File: src/rtl/cpu_pkg.sv
// rtl/cpu_pkg.sv - shared cpu definitions: next-PC source encoding and default vectors
package cpu_pkg;

  typedef enum logic [2:0] {
    SRC_EXC,
    SRC_REDIR,
    SRC_RET,
    SRC_HOLD,
    SRC_SEQ
  } next_src_t;

  localparam logic [31:0] DEFAULT_RESET_VECTOR = 32'h0000_0000;
  localparam logic [31:0] DEFAULT_EXC_VECTOR   = 32'h0000_0080;

endpackage

File: src/rtl/pc_ras.sv
// rtl/pc_ras.sv - circular return-address stack; a push on a full stack overwrites the oldest entry
module pc_ras #(
  parameter int WIDTH     = 32,
  parameter int RAS_DEPTH = 4
) (
  input  logic             clk,
  input  logic             reset,
  input  logic             clear,
  input  logic             push,
  input  logic             pop,
  input  logic [WIDTH-1:0] push_data,
  output logic [WIDTH-1:0] top,
  output logic             empty,
  output logic             full
);

  localparam int PW = $clog2(RAS_DEPTH);
  localparam int CW = $clog2(RAS_DEPTH + 1);
  localparam logic [PW-1:0] LAST_IDX   = PW'(RAS_DEPTH - 1);
  localparam logic [CW-1:0] FULL_COUNT = CW'(RAS_DEPTH);

  logic [WIDTH-1:0] mem [RAS_DEPTH];
  logic [PW-1:0]    ptr;
  logic [PW-1:0]    ptr_inc;
  logic [PW-1:0]    ptr_dec;
  logic [CW-1:0]    count;
  logic             do_replace;
  logic             do_push;
  logic             do_pop;

  // ptr always indexes the current top entry; count saturates at RAS_DEPTH
  assign empty   = (count == '0);
  assign full    = (count == FULL_COUNT);
  assign top     = mem[ptr];
  assign ptr_inc = (ptr == LAST_IDX) ? '0 : ptr + 1'b1;
  assign ptr_dec = (ptr == '0) ? LAST_IDX : ptr - 1'b1;

  // simultaneous push and pop on a non-empty stack swaps the top in place
  assign do_replace = push && pop && !empty;
  assign do_push    = push && !do_replace;
  assign do_pop     = pop && !push && !empty;

  // pointer and occupancy; these are the only reset state of the stack
  always_ff @(posedge clk or posedge reset) begin
    if (reset) begin
      ptr   <= '0;
      count <= '0;
    end else if (clear) begin
      ptr   <= '0;
      count <= '0;
    end else if (do_push) begin
      ptr   <= ptr_inc;
      count <= full ? count : count + 1'b1;
    end else if (do_pop) begin
      ptr   <= ptr_dec;
      count <= count - 1'b1;
    end
  end

  // entry storage, written on push (next slot) or replace (current top)
  always_ff @(posedge clk) begin
    if (!clear) begin
      if (do_push) begin
        mem[ptr_inc] <= push_data;
      end else if (do_replace) begin
        mem[ptr] <= push_data;
      end
    end
  end

endmodule

File: src/rtl/pc_unit.sv
// rtl/pc_unit.sv - program counter with exception/redirect/return selection and a return-address stack
module pc_unit import cpu_pkg::*; #(
  parameter int             WIDTH        = 32,
  parameter int             STEP         = 4,
  parameter logic [WIDTH-1:0] RESET_VECTOR = WIDTH'(DEFAULT_RESET_VECTOR),
  parameter logic [WIDTH-1:0] EXC_VECTOR   = WIDTH'(DEFAULT_EXC_VECTOR),
  parameter int             RAS_DEPTH    = 4
) (
  input  logic             clk,
  input  logic             reset,
  input  logic             stall,
  input  logic             exc_valid,
  input  logic             redirect_valid,
  input  logic [WIDTH-1:0] redirect_target,
  input  logic             call,
  input  logic             ret,
  output logic [WIDTH-1:0] pc_out,
  output logic             ras_empty,
  output logic             ras_full,
  output logic             misalign
);

  localparam logic [WIDTH-1:0] STEP_W     = WIDTH'(STEP);
  localparam logic [WIDTH-1:0] ALIGN_MASK = WIDTH'(STEP - 1);

  next_src_t        src;
  logic [WIDTH-1:0] pc_seq;
  logic [WIDTH-1:0] pc_next;
  logic [WIDTH-1:0] ras_top;
  logic             ras_active;
  logic             target_misaligned;

  assign pc_seq            = pc_out + STEP_W;
  assign target_misaligned = |(redirect_target & ALIGN_MASK);
  // call/ret only touch the stack when nothing higher-priority owns the cycle
  assign ras_active        = !exc_valid && !redirect_valid && !stall;

  // pick the next-PC source by priority and form the next PC
  always_comb begin
    src     = SRC_SEQ;
    pc_next = pc_seq;
    if (exc_valid) begin
      src = SRC_EXC;
    end else if (redirect_valid) begin
      src = SRC_REDIR;
    end else if (stall) begin
      src = SRC_HOLD;
    end else if (ret && !ras_empty) begin
      src = SRC_RET;
    end
    case (src)
      SRC_EXC:   pc_next = EXC_VECTOR;
      SRC_REDIR: pc_next = redirect_target & ~ALIGN_MASK;
      SRC_RET:   pc_next = ras_top;
      SRC_HOLD:  pc_next = pc_out;
      default:   pc_next = pc_seq;
    endcase
  end

  // PC and misalign flag registers
  always_ff @(posedge clk or posedge reset) begin
    if (reset) begin
      pc_out   <= RESET_VECTOR;
      misalign <= 1'b0;
    end else begin
      pc_out   <= pc_next;
      misalign <= (src == SRC_REDIR) && target_misaligned;
    end
  end

  pc_ras #(
    .WIDTH     (WIDTH),
    .RAS_DEPTH (RAS_DEPTH)
  ) u_ras (
    .clk       (clk),
    .reset     (reset),
    .clear     (exc_valid),
    .push      (ras_active && call),
    .pop       (ras_active && ret),
    .push_data (pc_seq),
    .top       (ras_top),
    .empty     (ras_empty),
    .full      (ras_full)
  );

endmodule

File: config.mk
export PLATFORM = sky130hd
export DESIGN_NAME = pc_unit
export DESIGN_NICKNAME = d
export VERILOG_FILES = /design/src/rtl/cpu_pkg.sv /design/src/rtl/pc_ras.sv /design/src/rtl/pc_unit.sv
export SDC_FILE = /design/constraint.sdc
export NUM_CORES = 1
export LEC_CHECK = 0
export CORE_ASPECT_RATIO = 0.8
export CORE_MARGIN = 1
export CORE_UTILIZATION = 60
export DETAILED_ROUTE_END_ITERATION = 12
export PLACE_DENSITY = 0.83
export SLEW_MARGIN = 20
export SYNTH_ARGS = -nofsm -noshare
export SYNTH_HDL_FRONTEND = slang
export SYNTH_HIERARCHICAL = 1
export SYNTH_SLANG_ARGS = --single-unit
File: constraint.sdc
create_clock -name clk -period 5.95 [get_ports clk]
set_clock_uncertainty 0.15 [all_clocks]
set_input_delay 0.595 -clock clk [delete_from_list [all_inputs] [get_ports clk]]
set_output_delay 0.595 -clock clk [all_outputs]
set_load 0.05 [all_outputs]
# == After elaboration in Yosys (flattened, before gate mapping) ==
# Memory sizes are Yosys's and may differ from the RTL's.
# Index checks and enable logic that the tools add are counted.
# totals
regBits,38
latch_bits,0
ram_bits,128
mem_bits_ro,0
inputBits,39
output_inout_bits,35
word_cells,64
memories,1
# classes
add_sub_neg,5
multipliers,0
div_mod_pow,0
order_cmp,0
n_eq_ne,6
n_shift,0
muxes,24
n_bitwise,0
reduce_logical,24
# mem_list
name,words,width,read_ports,rd_clocked_by_memory_dff,wr,line,rtl
u_ras.mem,4,32,1,0,1,pc_ras.sv:22,logic [WIDTH-1:0] mem [RAS_DEPTH];
# ops
cell,n
$pmux 32 s4,1
$add 32x3->32 const B,1
$mux 32,1
$reduce_or 32->1,1
$mux 3,8
$mux 2,6
$logic_and 1x1->1,11
$mux 1,8
$eq 3x2->1 const B,2
$logic_not 1->1,6
$logic_not 3->1,2
$add 3x1->3 const B,1
$eq 3x1->1 const B,1
$eq 3x3->1 const B,1
$ne 3x3->1 const B,1
$reduce_bool 3->1,1
$sub 3x1->3 const B,1
$add 2x1->2 const B,1
$eq 2x2->1 const B,1
$logic_not 2->1,1
$reduce_and 2->1,1
$reduce_or 2->1,1
$sub 2x1->2 const B,1

# == Depth between registers and ports, before layout ==
# logic_depth
ltp_word,13
depth_mapped,10
mapped_depth_nobuf,10

# == Modules after synthesis ==
# Netlist, hierarchy kept.
# modules_own_cells
module,n_inst,cells_each,area_per_inst_um2,seq_area_each_um2
pc_ras,1,236,5170.0,3968.8
pc_unit,1,278,2432.3,825.8

# == Worst setup path before layout ==
# No wires, ideal clock.
# synth_timing
path_type,input to register
from,input port redirect_valid
to,"memory u_ras.mem[2][0], enable pin"
setup_time_ns,0.432
arrival_ns,3.097
required_time_ns,5.368
path_slack_ns,2.272
stages,5
n_path_buf,1
path_cell_list,nor3_1 -> and2_1 -> clkbuf_1 -> nand2b_1 -> a21oi_1
# synth_between
elab_chain_cells,13
elab_cells_between_ends,19
cone_classes,9 x mux; 10 x reduce/logical
# synth_rtl
element,line,rtl
"start, declared",pc_unit.sv:13,"input logic redirect_valid,"
$logic_not 1->1 *,pc_unit.sv:36,assign ras_active = !exc_valid && !redirect_valid && !stall;
$logic_and 1x1->1 * (2 in series),pc_unit.sv:36,
"$logic_and 1x1->1, on equally long branches","pc_unit.sv:78, pc_unit.sv:79",
$logic_and 1x1->1 (2 in series),pc_ras.sv:39,assign do_replace = push && pop && !empty;
$logic_not 1->1,pc_ras.sv:40,assign do_push = push && !do_replace;
$logic_and 1x1->1,pc_ras.sv:40,
$mux 1,pc_ras.sv:63,if (do_push) begin
$mux 1,pc_ras.sv:62,if (!clear) begin
$mux 1 (not written as such),pc_ras.sv:66,mem[ptr] <= push_data;
$reduce_or 32->1 (no line),n/a,
$mux 2 (no line) or $mux 1 (tied branches),n/a,
"end, declared",pc_ras.sv:22,
# Every way passes the cells marked *; elsewhere a longest branch is shown, timed or not.

# == Worst setup path after layout ==
# layout_timing
from,input port redirect_valid
to,"memory u_ras.mem[1][17], enable pin"
# Same word-level chain as after synthesis.

==> metrics.csv <==
stage,metric,value,unit
drt,routedWlPerCell,24.3,µm
power_and_ir_drop,p_int,2.01,mW
clocking,cts.clk_slew.worst_paths,0.07,ns
worst_setup_path,cp_cell_sequence,clkdlybuf4s50_1 > nor3_1 > and2_1 > nand2b_1 > nor2_2 > buf_4,
power_and_ir_drop,power_frac_clock,38.0,%
status,violations,design-rule violations,
global_routing,antenna_found_initial,0,
power_and_ir_drop,powerDensity,310,mW/mm²
worst_setup_path,cp-startpoint,redirect_valid,
clocking,clock_latency,0.44,ns
sta,min_period_over_period,65.8,%
global_routing,grt_pass1_vias,4990,
worst_setup_path,critical_path_required,5.90,ns
sta,hold_ws,0.234,ns
finish,fin_util,74.3,%
worst_setup_path,cp-start-kind,input pin,
drt,drc,2,
floorplan,die_h,103,µm
status,status,"complete, but fails checks",
worst_setup_path,reg2reg_from,u_ras/ptr[0]$_DFFE_PP0P_,
placed_design,dp_cells,740,
placed_design,hpwl,11.6,mm
sta,maxSlewHeadroom,40.5,%
sta,setup_ws,2.03,ns
power_and_ir_drop,switching_share,28.7,%
placed_design,post-place-ws,1.64,ns
synth,async_flop_share,22.9,%
drt,wirelength,18.8,mm
worst_setup_path,critPathKind,in2reg,
flow_run,maxCapViolCount,0,
floorplan,coreArea,0.0123,mm²
power_and_ir_drop,p_sw,0.811,mW
finish,drive_gt1_share,16.1,%
global_routing,grt-ovfl-total,0,
sta,worstMarginPinSlew,0.891,ns
sta,finalSetupTns,0,ns
synth,synthDistinctLibCells,58,
finish,nNetsFinal,631,
drt,via_count,5111,
finish,finalNonFillerCells,772,
worst_setup_path,path_buf_inv,2,
finish,num_antenna_cells,0,
floorplan,num_rows,36,
synth,yosys_warnings,6,
clocking,cts_hold_buf,0,
placed_design,placed_cell_area,0.00853,mm²
clocking,cts_resized,0,
floorplan,initial_core_util,62.1,%
sta,rsz0062_at_grt,no,
synth,synth-edff-count,128,
sta,finalHoldViolCount,0,
clocking,postCtsSetupBuffers,0,
power_and_ir_drop,p_seq_share,48.2,%
worst_setup_path,slowest_stage,clkdlybuf4s50_1,
synth,syn_inst,514,
hold_path,hp-class,in2async,
worst_setup_path,cp.depth,6,
global_routing,grt_pass1_wl,28.5,mm
clocking,ctsLongestPathBuffers,2,
floorplan,die_w,128,µm
clocking,cts_tree,done,
finish,syn_to_final_growth,19.8,%
placed_design,gp_congestion,0.839,
clocking,clkSinkCount,166,
worst_setup_path,arrival,3.86,ns
clocking,cts_root_buf,clkbuf_16,
synth,synth_flop_cell,edfxtp_1,
sta,setup_viol,0,
drt,dr.pass1.iters,9,
synth,ys_seq_elements,166,
drt,drtIter0Drc,620,
placed_design,io_buffer_count,73,
worst_setup_path,crit_family,simple AND/OR/NAND/NOR gates,
power_and_ir_drop,p_leak,3.10,nW
sta,maxSlewViolCount,0,
sta,fmax,255,MHz
finish,n_fill_cell,758,
synth,syn_nets,557,
worst_setup_path,end_kind,flop,
worst_setup_path,cpPeakStageDelay,0.71,ns
global_routing,grt_max_degree,38,
global_routing,gr-usage-all-layers,30.5,%
synth,synthesis.area,0.00760,mm²
worst_setup_path,path_max_fanout,21,
power_and_ir_drop,p_total,2.82,mW
synth,synth_seq_area_share,63.1,%
drt,vias_per_cell,6.62,
clocking,htree_levels,4,
synth,syn_avg_cell_area,14.8,µm²
sta,period_needed,3.92,ns
drt,antenna_left,0,
power_and_ir_drop,ir_worst_vdd,0.251,mV
clocking,cts_inserted_buffers,17,
floorplan,die_area,0.0131,mm²
worst_setup_path,r2r_cells,6,
power_and_ir_drop,combPwrFrac,13.8,%
floorplan,io_pins,74,
finish,stdcell_area,0.00911,mm²
==> layer usage <==
layer  vias to the layer above  GRT usage (%)  wire [µm]
li1                       2196              -          -
met1                      2586           41.7       7560
met2                       288           47.5       9090
met3                        41           6.75       1620
met4                         0           14.7        493
met5                         -              0          0
==> power groups by stage <==
| stage | combinational, mW | sequential [mW] | clock, mW |
|---|---|---|---|
| 6_report | 0.391 | 1.36 | 1.07 |
| 4_1_cts | 0.390 | 1.36 | 1.08 |
| 3_5_place_dp | 0.386 | 1.38 | 0 |
| 5_1_grt | 0.415 | 1.37 | 1.12 |
| 3_3_place_gp | 0.371 | 1.38 | 0 |
| 2_1_floorplan | 0.205 | 1.43 | 0 |
==> worst reg2reg max path, delay by kind of cell (launching register included) <==
kind            cells  cell delay, ns
buf+inv             2            0.87
simple gates        2            0.29
fa+ha+maj           1            0.32
flops               1            0.80
compound gates      1            0.74
==> path summary, 6_finish.rpt <==
check                                        endpoint  slack [ns]
setup / recovery           u_ras/mem[1][17]$_DFFE_PP_        2.03
hold / removal             u_ras/count[1]$_DFFE_PP0P_        0.23
setup reg to reg           u_ras/mem[2][31]$_DFFE_PP_        2.46
hold reg to reg             u_ras/mem[2][0]$_DFFE_PP_        0.42
max in group asynchronous      pc_out[29]$_DFFE_PP0P_        4.78
min in group clk            u_ras/mem[2][0]$_DFFE_PP_        0.42
==> cells by family after synthesis <==
logic type | synth area share (%)
compound gates | 10.5
mux | 9.78
flops | 63.1
xor+xnor | 3.57
fa+ha+maj | 0.658
buf+inv | 2.91
simple gates | 9.48
==> layout make-up <==
cell class	instances	area, µm²	area share [%]
Inverter	19	71.3	0.783
Timing Repair Buffer	84	826	9.07
Sequential cell	166	4800	52.7
Multi-Input combinational cell	300	2620	28.8
Tap cell	171	214	2.35
Clock buffer	17	425	4.67
Clock inverter	15	154	1.69
==> placed cells by master (no fill, tap or decap), types with 3 or more instances in the layout <==
cell,instances
a211oi_1,5
a21oi_1,17
a221o_1,13
a222oi_1,4
a22o_1,11
a22oi_1,5
a2bb2oi_1,5
a31oi_1,5
and2_1,8
and3_1,6
and4_1,8
buf_4,10
clkbuf_16,17
clkdlybuf4s50_1,73
dfrtp_1,37
edfxtp_1,128
ha_1,4
inv_1,19
inv_6,5
inv_8,4
mux4_2,32
nand2_1,24
nand2b_1,5
nand3_1,10
nand3b_1,4
nand4_1,4
nor2_1,19
nor2_2,3
nor2b_1,4
nor3_1,10
nor4_1,5
o21a_1,4
o21ai_0,11
o22ai_1,4
o2bb2ai_1,5
or3_1,3
xnor2_1,24
xor2_1,7
==> state kept, by name, summed over array words and instances (netlist names) <==
| signal | cells |
|---|---|
| u_ras/mem | 128 |
| pc_out | 32 |
| u_ras/count | 3 |
| u_ras/ptr | 2 |
| misalign | 1 |
==> synth_stat cells (2+ instances only) <==
master,count,area [µm²]
buf_2,9,45.0
xor2_1,7,61.3
a22oi_1,5,37.5
and4_1,8,70.1
mux4_2,32,721
ha_1,4,50.1
o22ai_1,4,25.0
nor4_1,5,31.3
a21oi_2,2,17.5
o31ai_1,2,15.0
a221o_1,13,130
nand3_1,10,50.1
inv_1,19,71.3
and2_1,8,50.1
mux2_2,2,22.5
nor2_1,22,82.6
edfxtp_1,128,3840
xnor2_1,24,210
nand3b_1,4,30.0
o21ai_0,11,55.1
a2bb2oi_1,5,43.8
a21oi_1,18,90.1
o2bb2ai_1,5,43.8
nand4_1,4,25.0
a211oi_1,5,37.5
buf_4,2,15.0
nor3_1,10,50.1
nand2b_1,5,31.3
dfrtp_1,38,951
or3_1,3,18.8
and3_1,6,37.5
nand3_2,2,20.0
nand2_1,24,90.1
a32oi_1,2,17.5
o21a_1,4,30.0
buf_6,3,33.8
a222oi_1,4,40.0
a31oi_1,5,31.3
nor4_2,3,37.5
clkbuf_1,15,56.3
nor2b_1,5,31.3
a22o_1,11,96.3
Note: power is estimated with default switching activity, not from simulation.
==> edit (same settings) <==
`WIDTH` is set to 32 in 2 places; all go to 16.
--- a/src/rtl/pc_ras.sv
+++ b/src/rtl/pc_ras.sv
@@ -2,3 +2,3 @@
 module pc_ras #(
-  parameter int WIDTH     = 32,
+  parameter int WIDTH     = 16,
   parameter int RAS_DEPTH = 4
--- a/src/rtl/pc_unit.sv
+++ b/src/rtl/pc_unit.sv
@@ -2,3 +2,3 @@
 module pc_unit import cpu_pkg::*; #(
-  parameter int             WIDTH        = 32,
+  parameter int             WIDTH        = 16,
   parameter int             STEP         = 4,
Interface: changed (resized pc_out and redirect_target); port bits go from 74 to 42. No check against the original RTL was run, so the function may have changed too.
==> edit against the unedited design <==
  * Final area shrank 46%
  * Non-clock buffer count fell by 32
  * Sequential cell count decreased by 80
  * Wire length shrank 50%
  * Area after synthesis decreased by 44%
  * First-iteration DRC count decreased by 26%
  * Power fell by 57%
  * Worst setup slack better by 0.022 ns
  * Largest power group unchanged
  * Largest cell class unchanged
==> edit: results (changes against the unedited design) <==
grt met2 use: 0.404 (was 0.475)
startpoint of the worst-slack reg-to-reg timing path: u_ras/ptr[1]$_DFFE_PP0P_ (was u_ras/ptr[0]$_DFFE_PP0P_)
slew of the pin with the lowest slew margin: 0.976 ns (was 0.891 ns)
clock root buffer master: sky130_fd_sc_hd__clkbuf_8 (was sky130_fd_sc_hd__clkbuf_16)
count of placed standard cells including taps: 445 (was 740)
final estimated routing congestion in global placement: 0.903 (was 0.839)
number of buffers added by the clock tree synthesis step: 9 (was 17)
reg2reg setup slack: 3.05 ns (was 2.46 ns)
total wirelength of the detailed-routed design: 9390 µm (was 18800 µm)
H-tree level count: 3 (was 4)
fraction of layout instances using a drive strength above 1: 0.124 (was 0.161)
detailed router's first-iteration violation count: 457 (was 620)
outcome: complete, no violations (was finished, violations left)
worst-path maximum fanout: 26 (was 21)
Static Leak: 1.73 nW (was 3.10 nW)
largest net degree at the start of global routing: 31 (was 38)
smallest hold slack: 0.361 ns (was 0.234 ns)
Total Nets Final: 396 (was 631)
capture point of the worst reg-to-reg path: u_ras/mem[2][5]$_DFFE_PP_ (was u_ras/mem[2][31]$_DFFE_PP_)
number of enable-type register cells in the synthesized netlist: 64 (was 128)
met2 wirelength from detailed routing: 4320 µm (was 9090 µm)
total routing usage reported by global routing: 0.275 (was 0.305)
met3 Use GR: 0.0618 (was 0.0675)
syn nets: 360 (was 557)
Distinct cells, synth: 61 (was 58)
Port-buffer cells: 41 (was 73)
detailed-routing iteration count for the pre-antenna-repair pass: 5 (was 9)
## edit: cell types whose count changed after synthesis, moves of 8 or more
| cell | delta |
|---|---|
| sky130_fd_sc_hd__a221o_1 | -13 |
| sky130_fd_sc_hd__edfxtp_1 | -64 |
| sky130_fd_sc_hd__nor2_1 | -8 |
| sky130_fd_sc_hd__a22o_1 | -9 |
| sky130_fd_sc_hd__dfrtp_1 | -16 |
| sky130_fd_sc_hd__and4_1 | -8 |
| sky130_fd_sc_hd__xnor2_1 | -18 |
| sky130_fd_sc_hd__mux4_2 | -16 |
## edit: critical path, stage by stage
cell and delay (ns):
sky130_fd_sc_hd__clkdlybuf4s50_1 0.39, sky130_fd_sc_hd__buf_4 0.22, sky130_fd_sc_hd__or2_1 0.40, sky130_fd_sc_hd__nor3b_1 0.84, sky130_fd_sc_hd__o31ai_1 0.37, sky130_fd_sc_hd__and2_1 0.29, sky130_fd_sc_hd__fa_1 0.40, sky130_fd_sc_hd__nand2b_1 0.19
sky130_fd_sc_hd__nand2b_1 0.16, sky130_fd_sc_hd__a31oi_1 0.16
## edit: where the power goes
group / internal, mW / switching [mW] / total, mW
clock network: 0.189 / 0.196 / 0.385
logic: 0.0575 / 0.0837 / 0.141
registers: 0.659 / 0.0189 / 0.678
## edit: worst max path at each step
| stage | from | end | slack (ns) | cells past startpoint |
|---|---|---|---|---|
| 4_1_cts | exc_valid | u_ras/count[1]$_DFFE_PP0P_ | 2.12 | 10 |
| 2_1_floorplan | exc_valid | u_ras/mem[2][0]$_DFFE_PP_ | 2.66 | 9 |
| 3_5_place_dp | exc_valid | u_ras/count[1]$_DFFE_PP0P_ | 1.71 | 10 |
| 6_report | exc_valid | u_ras/count[2]$_DFFE_PP0P_ | 2.06 | 10 |
| 3_3_place_gp | exc_valid | u_ras/count[1]$_DFFE_PP0P_ | 1.94 | 10 |
| 5_1_grt | exc_valid | u_ras/count[2]$_DFFE_PP0P_ | 1.80 | 10 |
## edit: through the flow
step	worst slack (ns)	cell area, µm²	util
floorplan	2.66	4290	-
global placement	1.94	4730	0.687
detailed placement	1.71	4730	0.687
CTS	2.12	4910	0.712
global route	1.80	4910	0.712
finish	2.06	4910	0.712
## edit: layout make-up
type                            instances  area, µm²  area share
Clock inverter                          4       50.0      0.0102
Tap cell                               87        109      0.0222
Timing Repair Buffer                   52        493       0.100
Multi-Input combinational cell        206       1610       0.327
Inverter                               14       52.6      0.0107
Clock buffer                           10        128      0.0260
Sequential cell                        86       2470       0.504
## edit: logic make-up after synthesis
family	after synthesis	share of synthesized area
and+or+nand+nor	104	0.133
buffers and inverters	41	0.0487
adders and majority gates	4	0.0134
DFF	86	0.577
AOI/OAI and AO/OA	65	0.108
muxes	20	0.0937
xor gates and xnor gates	13	0.0266
